[config.mk]
export PLATFORM = sky130hd
export DESIGN_NAME = tlb_fill_ctrl
export DESIGN_NICKNAME = d
export VERILOG_FILES = /design/src/rtl/tlb_fill_ctrl.sv
export SDC_FILE = /design/constraint.sdc
export NUM_CORES = 1
export LEC_CHECK = 0
export CAP_MARGIN = 20
export CORE_ASPECT_RATIO = 0.75
export CORE_MARGIN = 2
export CORE_UTILIZATION = 59
export CTS_BUF_LIST = sky130_fd_sc_hd__clkbuf_4
export DETAILED_ROUTE_END_ITERATION = 10
export DONT_BUFFER_PORTS = 1
export GPL_TIMING_DRIVEN = 0
export HOLD_SLACK_MARGIN = 0.15
export PLACE_DENSITY = 0.81
export SKIP_LAST_GASP = 1
export SYNTH_ARGS = -nofsm -noshare
export SYNTH_HDL_FRONTEND = slang
export SYNTH_SLANG_ARGS = --single-unit
[constraint.sdc]
create_clock -name clk_i -period 1.45 [get_ports clk_i]
set_input_delay 0.0725 -clock clk_i [delete_from_list [all_inputs] [get_ports clk_i]]
set_output_delay 0.0725 -clock clk_i [all_outputs]
set_load 0.02 [all_outputs]
[src/rtl/tlb_fill_ctrl.sv]
// TLB refill controller: on a miss walks one PTE, picks a victim entry and writes it,
// or reports a page fault when the PTE is not present.
module tlb_fill_ctrl #(
    parameter int unsigned Entries = 8,
    parameter int unsigned VpnW    = 20,
    parameter int unsigned PfnW    = 20
) (
    input  logic               clk_i,
    input  logic               rst_ni,
    input  logic               miss_req_i,
    input  logic [VpnW-1:0]    miss_vpn_i,
    output logic               miss_ack_o,
    output logic               fault_o,
    input  logic [9:0]         ptbr_base_i,
    output logic               pte_req_o,
    output logic [31:0]        pte_addr_o,
    input  logic               pte_rdy_i,
    input  logic [31:0]        pte_data_i,
    input  logic [Entries-1:0] entry_valid_i,
    input  logic               flush_i,
    output logic               wr_en_o,
    output logic [2:0]         wr_idx_o,
    output logic [VpnW-1:0]    wr_vpn_o,
    output logic [PfnW-1:0]    wr_pfn_o,
    output logic [1:0]         wr_flags_o
);

    typedef enum logic [2:0] {StIdle, StReq, StFill, StFault, StHold} state_e;

    state_e            state_q, state_d;
    logic [VpnW-1:0]   vpn_q, vpn_d;
    logic [31:0]       pte_addr_q, pte_addr_d;
    logic [2:0]        rr_ptr_q, rr_ptr_d;
    logic [2:0]        wr_idx_q, wr_idx_d;
    logic [VpnW-1:0]   wr_vpn_q, wr_vpn_d;
    logic [PfnW-1:0]   wr_pfn_q, wr_pfn_d;
    logic [1:0]        wr_flags_q, wr_flags_d;

    logic [2:0] victim;
    logic       found_invalid;
    logic       all_valid;

    // Lowest-index invalid entry wins; round-robin only once the array is full.
    always_comb begin
        victim        = rr_ptr_q;
        found_invalid = 1'b0;
        for (int i = 0; i < Entries; i++) begin
            if (!found_invalid && !entry_valid_i[i]) begin
                victim        = 3'(i);
                found_invalid = 1'b1;
            end
        end
        all_valid = &entry_valid_i;
    end

    always_comb begin
        state_d    = state_q;
        vpn_d      = vpn_q;
        pte_addr_d = pte_addr_q;
        rr_ptr_d   = rr_ptr_q;
        wr_idx_d   = wr_idx_q;
        wr_vpn_d   = wr_vpn_q;
        wr_pfn_d   = wr_pfn_q;
        wr_flags_d = wr_flags_q;
        unique case (state_q)
            StIdle: begin
                if (miss_req_i) begin
                    vpn_d      = miss_vpn_i;
                    pte_addr_d = {ptbr_base_i, miss_vpn_i, 2'b00};
                    state_d    = StReq;
                end
            end
            StReq: begin
                if (pte_rdy_i) begin
                    if (pte_data_i[0]) begin
                        wr_vpn_d   = vpn_q;
                        wr_pfn_d   = pte_data_i[31:12];
                        wr_flags_d = {pte_data_i[1], 1'b1};
                        state_d    = StFill;
                    end else begin
                        state_d = StFault;
                    end
                end
            end
            StFill: begin
                wr_idx_d = victim;
                if (all_valid) rr_ptr_d = rr_ptr_q + 3'd1;
                state_d = StHold;
            end
            StFault: state_d = StHold;
            StHold:  state_d = StIdle;
            default: state_d = StIdle;
        endcase
        if (flush_i) rr_ptr_d = 3'd0;
    end

    always_ff @(posedge clk_i) begin
        if (!rst_ni) begin
            state_q    <= StIdle;
            vpn_q      <= '0;
            pte_addr_q <= '0;
            rr_ptr_q   <= '0;
            wr_idx_q   <= '0;
            wr_vpn_q   <= '0;
            wr_pfn_q   <= '0;
            wr_flags_q <= '0;
        end else begin
            state_q    <= state_d;
            vpn_q      <= vpn_d;
            pte_addr_q <= pte_addr_d;
            rr_ptr_q   <= rr_ptr_d;
            wr_idx_q   <= wr_idx_d;
            wr_vpn_q   <= wr_vpn_d;
            wr_pfn_q   <= wr_pfn_d;
            wr_flags_q <= wr_flags_d;
        end
    end

    // A flush landing on the fill cycle drops the write but still acks, forcing a re-lookup.
    assign pte_req_o  = (state_q == StReq);
    assign pte_addr_o = pte_addr_q;
    assign miss_ack_o = (state_q == StFill) || (state_q == StFault);
    assign fault_o    = (state_q == StFault);
    assign wr_en_o    = (state_q == StFill) && !flush_i;
    assign wr_idx_o   = (state_q == StFill) ? victim : wr_idx_q;
    assign wr_vpn_o   = wr_vpn_q;
    assign wr_pfn_o   = wr_pfn_q;
    assign wr_flags_o = wr_flags_q;

endmodule
==> impl_metrics.toml, run 1 <==
[status]
status = "did not finish"
stop_stage = "global routing (5_1_grt)"
firstError = "[ERROR DPL-0038] Utilization greater than 100%, impossible to legalize"

[timing]
endpoint_type = "output port"
grt-worst-endpoint = "wr_idx_o[2]"

[synthesis]
synth-seq-cells = 81
yosysTopAreaCell = "dfxtp_1"
yosysSeqAreaShare = 0.519
syn_area_mm2 = 0.00313
yosysUniqueCellTypes = 34
synthCells = 390
synth_top_area_frac = 0.519
synth_area_leaders = "dfxtp_1 52%, a21oi_1 12%, nand2_1 8.0%"
synth_area_per_cell_um2 = 8.01
yosysWarnings = 0

[floorplanning]
num_io_pins = 156
dieHeight_um = 67.0
start_util = 0.624
chipWidth_um = 88.0
core.rowCount = 22

[cts]
cts_root_buffer = "clkbuf_4"
numCtsBuffers = 9
cts_buffer_depth = 2
cts_sinks = 81
h-tree-depth = 3

[placement]
dp_cells = 463
hpwl_um = 5800
gp_congestion = 0.821
placed_cell_area_mm2 = 0.00327
portBuffers = 0
place_ws_ns = -0.256

[grt]
grt_max_degree = 16
==> cells in the mapped netlist, drive strengths merged <==
cell      n
a211oi    1
a21oi    76
a31oi     1
and2      6
and3      1
buf       7
clkbuf   28
clkinv    1
conb      1
dfxtp    81
ha        1
inv       4
mux2      1
mux2i     1
nand2    67
nand2b    2
nand3    45
nand4     2
nand4b    1
nor2      4
nor2b     1
nor3      1
nor3b     1
nor4      2
nor4b     1
o2111ai   1
o21ai    42
o21bai    1
o31ai     4
or3b      2
or4       2
or4b      1
==> through the flow <==
step,utilization,TNS (ns)
4_1_cts,0.916,-6.83
3_5_place_dp,0.653,-15.25
3_3_place_gp,0.653,-10.62
2_1_floorplan,-,-0.870
==> repair_timing <==
action / 4_1_cts
hold endpoints to repair: 61
hold buffers: 67
endpoints found under the setup margin: 82
buffers inserted: 5
pin swaps: 55
gates cloned: 8
resized for setup: 114
==> cells by family after synthesis <==
| kind of cell | Yosys count | share of synthesized area |
|---|---|---|
| flops | 81 | 0.519 |
| fa+ha+maj | 1 | 0.00400 |
| simple gates | 139 | 0.209 |
| other cells | 1 | 0.00120 |
| buf+inv | 40 | 0.0524 |
| compound gates | 126 | 0.208 |
| mux | 2 | 0.00681 |
==> inputs of run 2 (changes only) <==
Settings changed: CORE_ASPECT_RATIO 0.75 to unset, CORE_UTILIZATION 59 to 40, CTS_BUF_LIST sky130_fd_sc_hd__clkbuf_4 to unset, HOLD_SLACK_MARGIN 0.15 to unset, PLACE_DENSITY 0.81 to unset, PLACE_DENSITY_LB_ADDON set to 0.15.
Clock period 1.45 ns to 1.9 ns, I/O delays scaled along.
==> run 2 against run 1 <==
Against the previous run:
- the flow now finishes without violations
- synthesized cell count did not move
- synthesized area stayed put
==> impl_metrics.toml, run 2 <==
[synthesis]
synth_edf_count = 0
yosysSeqAreaShare = 0.519
synthCells = 390
synth_area_leaders = "dfxtp_1 52%, a21oi_1 12%, nand2_1 8.0%"
synth_top_area_frac = 0.519
post-synth-top-count-cell = "dfxtp_1"
synth-seq-cells = 81
yosysTopAreaCell = "dfxtp_1"
async_flop_share = 0
synthFlopType = "dfxtp_1"
syn_area_mm2 = 0.00313
yosysUniqueCellTypes = 34
synth_common_cells = "81 x dfxtp_1, 76 x a21oi_1, 67 x nand2_1"
synth_area_per_cell_um2 = 8.01
yosysWarnings = 0

[grt]
antenna_found_initial = 0
grt_max_degree = 14
grt_first_pass_wirelength_um = 14800
gr-total-overflow = 0
grt_pass1_vias = 3020
gr-usage-all-layers = 0.221

[cts]
clkSlewWorstSetupHoldPaths_ns = 0.08
h-tree-depth = 3
cts_tree = "built"
cts_setup_buffers = 0
cts_buffer_depth = 2
numCtsBuffers = 9
clock_latency_ns = 0.35
cts_sinks = 81
cts_root_buffer = "clkbuf_8"

[placement]
dp_cells = 493
gp_congestion = 0.759
hpwl_um = 6180
place_ws_ns = 0.0568
portBuffers = 0

[setup_path]
critPathKind = "register to register"
startpoint = "state_q[1]"
cp-end-kind = "register"
crit_required_ns = 2.14
cp.arrival_ns = 2.02
r2r_start = "state_q[1]"
worstPathMaxFanout = 9
start_kind = "register"

[floorplanning]
core_mm2 = 0.00765
num_io_pins = 156
chipWidth_um = 92.4
core.rowCount = 32
dieHeight_um = 92.4
start_util = 0.409
die_area_mm2 = 0.00854

[final_layout]
most-common-layout-cells = "80 x dfxtp_1, 75 x a21oi_1, 67 x nand2_1"
antenna_cells = 0
nets = 534
drive_gt1_frac = 0.0628
final_cells = 564
syn2layout_area_growth_pct = 29.9
final_common_cell = "dfxtp_1"

[power_and_ir_drop]
powerDensity_mw_per_mm2 = 895
pwr-share-comb = 0.111
power.switching_mw = 0.982
p_clk_frac = 0.371
power.total_mw = 3.64
p_seq_frac = 0.518
power.internal_mw = 2.65
leakagePower_nw = 1.40
max-vdd-ir-drop_uv = 391
power_switching_share = 0.270

[route]
initialDrtViolationCount = 103
antenna_left = 0
drc = 0
first_pass_iters = 4
vias = 3032
routedWlPerCell_um = 16.6
drt-vias-per-instance = 5.38
wirelength_um = 9380

[timing]
tightest_slew_ns = 0.532
fin_crit_sh = 0.933
skew_ns = 0.0120
fin_ws_ns = 0.127
hold_violations = 0
post-route-min-period_ns = 1.77
rsz0062_at_grt = "no"
setup_viol = 0
max_slew_margin = 0.641
max_freq_ghz = 0.564
finalMaxSlewViolations = 0
final.setup.tns_ns = 0

[hold_path]
hold_class = "input pin to register"
worstHoldStart = "entry_valid_i[6]"

[flow_run]
maxCapViolCount = 0

[status]
status = "finished, final reports clean"
run 2: cell counts after synthesis:
No cell type changed its count.
run 2: metal layers:
layer / track usage / wire length (um)
met4: 0.0995 / 185
met1: 0.250 / 3930
met5: 0 / 0
met2: 0.366 / 4410
met3: 0.0862 / 851
run 2: final cells by class:
type / instances / area (um^2)
plain buffers: 34 / 145
clock buffers: 10 / 128
clock inverters: 5 / 81.3
fillers: 749 / 3590
inverters: 5 / 20.0
multi-input cells: 270 / 1370
flip-flops and latches: 81 / 1620
well taps: 102 / 128
repair buffers: 57 / 571
run 2: power groups by stage:
stage	logic [mW]	clock network (mW)	registers [mW]
floorplan	0.219	0	1.90
global placement	0.293	0	1.92
detailed placement	0.298	0	1.92
CTS	0.400	1.39	1.88
global route	0.448	1.47	1.89
finish	0.402	1.35	1.88
run 2: per-stage QoR:
stage	hold WS [ns]	cell area, um^2	util
after floorplan	0.217	3130	-
after global routing	0.0489	4060	0.531
final	0.0632	4060	0.531
after global placement	0.220	3260	0.426
after CTS	0.0258	4050	0.530
after detailed placement	0.222	3260	0.426
run 2: worst max-delay path: stages, from the launching register on:
cell	delay, ns
dfxtp_1	0.43
or3b_1	0.37
buf_2	0.18
nor4_1	0.32
mux2_2	0.37
run 2: path summary, 6_finish.rpt:
path,to,slack [ns],cells after the start
max,rr_ptr_q[2],0.13,4
min,wr_idx_q[0],0.06,2
max reg2reg,rr_ptr_q[2],0.13,4
min reg2reg,wr_idx_q[2],0.47,2
run 2: what timing repair did:
| item | CTS | global route |
|---|---|---|
| gates resized for setup | 5 | 4 |
| hold buffers | 57 | 0 |
| setup endpoints to repair | 4 | 16 |
| hold endpoints to repair | 57 | 0 |
run 2: kinds of logic (layout without fill, tap and decap cells):
kind of cell             count (synthesis)  count (layout)  synth area share
AO/OA/AOI/OAI                          126             126             0.208
adder cells (fa/ha/maj)                  1               1           0.00400
buffers and inverters                   40             111            0.0524
flip-flops                              81              81             0.519
multiplexers                             2               2           0.00681
other                                    1               2           0.00120
AND/OR/NAND/NOR                        139             139             0.209
(Power assumes the default switching activity.)
